$ cat config.mk
export PLATFORM = sky130hd
export DESIGN_NAME = decode
export DESIGN_NICKNAME = d
export VERILOG_FILES = /design/src/rtl/decode_pkg.sv /design/src/rtl/decode_register_file.sv /design/src/rtl/decode.sv
export SDC_FILE = /design/constraint.sdc
export NUM_CORES = 2
export LEC_CHECK = 0
export BUFFER_PORTS_ARGS = -buffer_cell sky130_fd_sc_hd__buf_2
export CAP_MARGIN = 25
export CORE_MARGIN = 2
export CORE_UTILIZATION = 63
export CTS_CLUSTER_SIZE = 10
export DETAILED_ROUTE_END_ITERATION = 10
export PLACE_DENSITY = 0.78
export SYNTH_ARGS = -nofsm -noshare
export SYNTH_HDL_FRONTEND = slang
export SYNTH_HIERARCHICAL = 1
export SYNTH_SLANG_ARGS = --single-unit
$ cat constraint.sdc
create_clock -name ds_clk -period 2.2 [get_ports ds_clk]
set_clock_uncertainty 0.05 [all_clocks]
set_input_delay 0.66 -clock ds_clk [delete_from_list [all_inputs] [get_ports ds_clk]]
set_output_delay 0.66 -clock ds_clk [all_outputs]
set_load 0.1 [all_outputs]
$ cat src/rtl/decode_pkg.sv
// Shared MIPS decode/execute constants and the opcode/funct control lookup.
package decode_pkg;

  localparam int OPCODE_WIDTH = 6;
  localparam int FUNCT_WIDTH  = 6;

  localparam logic [OPCODE_WIDTH-1:0] RTYPE = 6'b000000;

  localparam logic [FUNCT_WIDTH-1:0] ADD = 6'b100000;
  localparam logic [FUNCT_WIDTH-1:0] SUB = 6'b100010;
  localparam logic [FUNCT_WIDTH-1:0] AND = 6'b100100;
  localparam logic [FUNCT_WIDTH-1:0] OR  = 6'b100101;
  localparam logic [FUNCT_WIDTH-1:0] XOR = 6'b100110;
  localparam logic [FUNCT_WIDTH-1:0] SLT = 6'b101010;

  localparam logic [OPCODE_WIDTH-1:0] ADDI = 6'b001000;
  localparam logic [OPCODE_WIDTH-1:0] ANDI = 6'b001100;
  localparam logic [OPCODE_WIDTH-1:0] ORI  = 6'b001101;
  localparam logic [OPCODE_WIDTH-1:0] XORI = 6'b001110;
  localparam logic [OPCODE_WIDTH-1:0] LW   = 6'b100011;
  localparam logic [OPCODE_WIDTH-1:0] SW   = 6'b101011;
  localparam logic [OPCODE_WIDTH-1:0] BEQ  = 6'b000100;

  typedef struct packed {
    logic legal;
    logic alu_src;
    logic reg_write;
    logic rd_is_rt;   // I-format: destination comes from the rt field
  } ctrl_t;

  function automatic ctrl_t decode_ctrl(input logic [OPCODE_WIDTH-1:0] op,
                                        input logic [FUNCT_WIDTH-1:0]  funct);
    ctrl_t c;
    c = '0;
    case (op)
      RTYPE: if (funct inside {ADD, SUB, AND, OR, XOR, SLT})
               c = '{legal: 1'b1, alu_src: 1'b0, reg_write: 1'b1, rd_is_rt: 1'b0};
      ADDI, ANDI, ORI, XORI, LW:
             c = '{legal: 1'b1, alu_src: 1'b1, reg_write: 1'b1, rd_is_rt: 1'b1};
      SW:    c = '{legal: 1'b1, alu_src: 1'b1, reg_write: 1'b0, rd_is_rt: 1'b1};
      BEQ:   c = '{legal: 1'b1, alu_src: 1'b0, reg_write: 1'b0, rd_is_rt: 1'b1};
      default: c = '0;
    endcase
    return c;
  endfunction

endpackage

$ cat src/rtl/decode_register_file.sv
// 32-entry register file: two combinational reads, one synchronous write, r0 hardwired.
// Optional write-to-read bypass when DECODE_WB_BYPASS_EN is defined.
module register_file #(
  parameter int DWIDTH = 32,
  parameter int AWIDTH = 5
) (
  input  logic              clk,
  input  logic              rst_n,
  input  logic              we,
  input  logic [AWIDTH-1:0] wr_addr,
  input  logic [DWIDTH-1:0] wr_data,
  input  logic [AWIDTH-1:0] rd_addr_a,
  input  logic [AWIDTH-1:0] rd_addr_b,
  output logic [DWIDTH-1:0] rd_data_a,
  output logic [DWIDTH-1:0] rd_data_b
);

  localparam int NREGS = 1 << AWIDTH;

  logic [DWIDTH-1:0] regs [NREGS];

  // NOTE: the array is cleared by the async reset, so it maps to flops, not a RAM macro.
  // NOTE: sequential state uses non-blocking assignments so every flop samples pre-edge values.
  always_ff @(posedge clk or negedge rst_n) begin
    if (!rst_n) begin
      for (int i = 0; i < NREGS; i++) regs[i] <= '0;
    end else if (we && wr_addr != '0) begin
      regs[wr_addr] <= wr_data;
    end
  end

  // NOTE: outputs get a default first so no path through always_comb infers a latch.
  always_comb begin
    rd_data_a = (rd_addr_a == '0) ? '0 : regs[rd_addr_a];
    rd_data_b = (rd_addr_b == '0) ? '0 : regs[rd_addr_b];
`ifdef DECODE_WB_BYPASS_EN
    if (we && rd_addr_a != '0 && rd_addr_a == wr_addr) rd_data_a = wr_data;
    if (we && rd_addr_b != '0 && rd_addr_b == wr_addr) rd_data_b = wr_data;
`endif
  end

endmodule

$ cat src/rtl/decode.sv
// MIPS instruction-decode stage: field split, register read, ID/EX pipeline register.
// Define DECODE_WB_BYPASS_EN to forward same-cycle writeback data into the operands.
module decode
  import decode_pkg::*;
#(
  parameter int DWIDTH    = 32,
  parameter int AWIDTH    = 5,
  parameter int IMM_WIDTH = 16
) (
  input  logic                    ds_clk,
  input  logic                    ds_rst,
  input  logic                    ds_i_ce,
  input  logic [31:0]             ds_i_instr,
  input  logic                    ds_i_stall,
  input  logic                    ds_i_flush,
  input  logic                    ds_i_wb_we,
  input  logic [AWIDTH-1:0]       ds_i_wb_addr,
  input  logic [DWIDTH-1:0]       ds_i_wb_data,
  output logic                    ds_o_ce,
  output logic [OPCODE_WIDTH-1:0] ds_o_alu_op,
  output logic [FUNCT_WIDTH-1:0]  ds_o_alu_funct,
  output logic                    ds_o_alu_src,
  output logic [IMM_WIDTH-1:0]    ds_o_imm,
  output logic [DWIDTH-1:0]       ds_o_data_rs,
  output logic [DWIDTH-1:0]       ds_o_data_rt,
  output logic [AWIDTH-1:0]       ds_o_rd_addr,
  output logic                    ds_o_reg_write,
  output logic                    ds_o_illegal
);

  typedef struct packed {
    logic                    ce;
    logic [OPCODE_WIDTH-1:0] op;
    logic [FUNCT_WIDTH-1:0]  funct;
    logic                    alu_src;
    logic [IMM_WIDTH-1:0]    imm;
    logic [DWIDTH-1:0]       data_rs;
    logic [DWIDTH-1:0]       data_rt;
    logic [AWIDTH-1:0]       rd_addr;
    logic                    reg_write;
    logic                    illegal;
  } idex_t;

  logic [OPCODE_WIDTH-1:0] op;
  logic [FUNCT_WIDTH-1:0]  funct;
  logic [AWIDTH-1:0]       rs_addr, rt_addr, rd_addr;
  logic [DWIDTH-1:0]       rs_data, rt_data;
  ctrl_t                   ctrl;
  idex_t                   idex_d, idex_q;

  assign op      = ds_i_instr[31:26];
  assign rs_addr = ds_i_instr[25:21];
  assign rt_addr = ds_i_instr[20:16];
  assign rd_addr = ds_i_instr[15:11];
  assign funct   = ds_i_instr[5:0];
  assign ctrl    = decode_ctrl(op, funct);

  register_file #(.DWIDTH(DWIDTH), .AWIDTH(AWIDTH)) u_regfile (
    .clk       (ds_clk),
    .rst_n     (ds_rst),
    .we        (ds_i_wb_we),
    .wr_addr   (ds_i_wb_addr),
    .wr_data   (ds_i_wb_data),
    .rd_addr_a (rs_addr),
    .rd_addr_b (rt_addr),
    .rd_data_a (rs_data),
    .rd_data_b (rt_data)
  );

  // Illegal instructions keep opcode/funct/operands visible but never validate or write.
  always_comb begin
    idex_d = '0;
    if (!ds_i_flush && ds_i_ce) begin
      idex_d.ce        = ctrl.legal;
      idex_d.op        = op;
      idex_d.funct     = funct;
      idex_d.alu_src   = ctrl.legal & ctrl.alu_src;
      idex_d.imm       = ds_i_instr[IMM_WIDTH-1:0];
      idex_d.data_rs   = rs_data;
      idex_d.data_rt   = rt_data;
      idex_d.rd_addr   = ctrl.legal ? (ctrl.rd_is_rt ? rt_addr : rd_addr) : '0;
      idex_d.reg_write = ctrl.legal & ctrl.reg_write;
      idex_d.illegal   = ~ctrl.legal;
    end
  end

  // Flush outranks stall; otherwise a stall holds the whole register, operands included.
  always_ff @(posedge ds_clk or negedge ds_rst) begin
    if (!ds_rst) begin
      idex_q <= '0;
    end else if (ds_i_flush || !ds_i_stall) begin
      idex_q <= idex_d;
    end
  end

  assign ds_o_ce        = idex_q.ce;
  assign ds_o_alu_op    = idex_q.op;
  assign ds_o_alu_funct = idex_q.funct;
  assign ds_o_alu_src   = idex_q.alu_src;
  assign ds_o_imm       = idex_q.imm;
  assign ds_o_data_rs   = idex_q.data_rs;
  assign ds_o_data_rt   = idex_q.data_rt;
  assign ds_o_rd_addr   = idex_q.rd_addr;
  assign ds_o_reg_write = idex_q.reg_write;
  assign ds_o_illegal   = idex_q.illegal;

endmodule
==> results.md <==
* Total wire length at between 150 and 200 mm
* Nets@finish at between 4000 and 5000
* Sequential area share after synthesis at slightly below 50%
* Total power at ~60 mW
* Die Width at 306 um
* Worst Hold Class: input pin to flop
* Final worst slack at -18.3 ps
* CP endpoint kind: flop
* Final antenna-violating net count at 0
* Worst Path Arrival at 2840 ps
* Post-synth top area share at 48.6%
* 1st-pass router iterations at 6
* Worst hold path stage count at 2
* Dominant cell type by area after synthesis: dfrtp_1
* Pin count of the biggest net entering global routing at just under 80
* Failing checks: negative setup slack
* GPL Wtd Cong at 0.923
* Largest fanout on the critical path at 7
* Setup TNS at -57.0 ps
* Most frequent cell after synthesis: dfrtp_1
* Yosys Warn Count at 6
* Synthesized instance count at 3784
* DR WL/cell at between 30 and 40 um
* HPWL after DPL at 127 mm
* Max Root-Sink Buffers at 3
* Worst EP required at roughly 2800 ps
* DRC Markers at 0
* Util after Layout at between 70% and 80%
* Largest cells by area after synthesis: dfrtp_1 49%, mux2_2 20%, mux4_2 18%, mux2i_1 2.7%, a22o_1 2.0%
* Initial antenna violation count at 15
* Vias at approximately 41000
* MaxCap Viol Count at 0
* Vias in the first global route at between 40000 and 50000
* Max VDD drop at 744 uV
* Tot GR Track Use at roughly two fifths
* Iter 0 DRT Violations at 5781
* Die area at between 90000 and 100000 um2
* Minimum clock period at ~2200 ps
* CTS Buf Count at roughly 130
* Startpoint type of the worst setup path: input pin
* # rows at 110
* Period utilization at 101%
* Min Hold Slack at about 100 ps
* Distinct cells, synth at between 50 and 60
* Initial core utilization at a little under two thirds
* Slew headroom at around three fifths
* Static Leak at 30.1 nW
* Share of cells above drive strength 1 at ~58%
* # setup viols final at 5
* GRT overflow at 0
* Asr flop ratio synth at 100%
* First-pass GRT wire length at 285 mm
* Power density over the cells at just under 900 nW/um2
* Reg2Reg Depth at 6
* Achievable Freq at about 0.45 GHz
* Root buffer cell: clkbuf_16
* Pins Over Slew Limit at 0
* Filler Cell Count at approximately 5100
* Avg Inst Size Synth at 15.2 um2
* Unrepaired setup endpoints after global routing: yes
* Top_reg_cell synth: dfrtp_1
* Number of flops mapped to enable cells by yosys at 0
* CTS tree: yes
* Die Height at 306 um
* Status: finished with violations
* Synth top cells by count: 1119 x dfrtp_1, 1020 x mux2_2, 469 x mux4_2
* Worst-Margin Slew at around 620 ps
* CTS sink cnt at between 1000 and 1500
* Post-synthesis register bit count at 1119
* Vias/cell at approximately 7.6
* FF+latch area at ~28000 um2
* Number of H-tree levels at 4
* Core area at 90300 um2
* Port Buffer Count at roughly 180
* Area of the multi-input gates at ~28000 um2
* Mapped Area at approximately 58000 um2
* Setup CP Type: input pin to flop
* Final Hold Violating Endpoints at 0
* Reg clk slew, reported paths at about 50 ps
* Synthesized net count at slightly below 4000
* Clk_lat worst skew at 740 ps
* I/O Pins at between 150 and 200
* P&R area growth vs syn at 17.9%
## cell usage in the layout, fill, tap and decap left out, types with 5 or more instances in the layout
master,Yosys,layout
dfrtp_1,1119,1102
mux2_2,1020,1020
mux4_2,469,469
buf_4,46,379
mux2i_1,158,158
buf_12,0,148
clkbuf_16,0,137
a22o_1,130,130
o22ai_1,81,81
buf_2,104,66
nor3_1,58,57
nand2_1,51,38
o221ai_1,31,31
buf_6,13,28
a2111oi_2,0,26
a211oi_2,0,19
a211oi_1,38,19
a22oi_1,18,18
dfrtp_2,0,17
nor2b_1,21,16
clkbuf_1,220,16
a21oi_1,13,13
nand2_2,0,13
nor2_4,0,12
buf_8,0,11
diode_2,0,9
nand2b_1,9,9
inv_1,9,8
inv_6,0,7
clkbuf_8,0,7
nor2_1,19,6
nor2b_4,0,5
a32o_1,5,5
## layer usage
metal / vias up / routed length [um] / global-route usage [%]
li1: 15300 / - / -
met1: 21200 / 69000 / 54.8
met2: 3269 / 86100 / 61.3
met3: 852 / 25200 / 13.7
met4: 16 / 12500 / 24.7
met5: - / 101 / 0
## final cells by class
class	instances	area share, %
sequential	1119	41.2
antenna	9	0.0332
tap	1176	2.17
multi-input combinational	2211	41.2
inverter	9	0.0497
clock inverter	12	0.193
clock buffer	160	5.28
timing repair buffer	634	9.80
## critical path: stages
cell and delay (ps):
buf_2 160, buf_4 210, nor2b_4 530, buf_4 320, buf_4 160, a22o_1 190, a2111oi_2 60, nor3_1 340
a22o_1 190
## cell families (layout without fill, tap and decap cells)
logic type      count (synthesis)  count (layout)  share of synthesized area, %
mux                          1651            1651                          41.1
flops                        1119            1119                          48.6
buf+inv                       454             815                          3.65
compound gates                362             362                          4.90
simple gates                  197             197                          1.77
fa+ha+maj                       1               1                        0.0174
other cells                     0               9                             0
## state kept, by name, indices dropped and copies added, names as in the netlist, 5 cells and up
signal          count
ds_o_imm           11
u_regfile/regs   1024
ds_o_alu_funct      5
ds_o_data_rt       32
ds_o_rd_addr        5
ds_o_alu_op         6
ds_o_data_rs       32
## report_power, final
part | leakage [nW] | internal [mW] | switching (mW)
combinational | 13.9 | 7.31 | 5.25
clock | 1.82 | 11.4 | 8.39
sequential | 14.4 | 24.3 | 3.16
## final timing paths
| kind | startpoint | endpoint | slack (ps) |
|---|---|---|---|
| max | ds_i_instr[19] | ds_o_data_rt[25] | -20 |
| min | ds_i_instr[9] | ds_o_imm[9] | 100 |
| max reg2reg | u_regfile/regs[530] | ds_o_data_rt[18] | 100 |
| min reg2reg | u_regfile/regs[1016] | u_regfile/regs[1016] | 350 |
| max in group asynchronous | ds_rst | u_regfile/regs[549] | 810 |
| min in group asynchronous | ds_rst | u_regfile/regs[506] | 410 |
## what timing repair did
item / in CTS / in global routing
setup endpoints to repair: 101 / 9
setup buffers: 0 / 0
endpoints found under the hold margin: 27 / 0
gates resized for setup: 167 / 8
hold buffers: 1 / 0
## through the flow
| stage | cell area, um2 | instances | worst slack, ps |
|---|---|---|---|
| floorplan | 58500 | 3784 | -214 |
| global placement | 63700 | 5148 | -707 |
| detailed placement | 63700 | 5148 | -717 |
| CTS | 67900 | 5321 | -14.8 |
| global route | 67900 | 5327 | -22.9 |
| finish | 67900 | 5330 | -18.3 |
(Power assumes the default switching activity.)
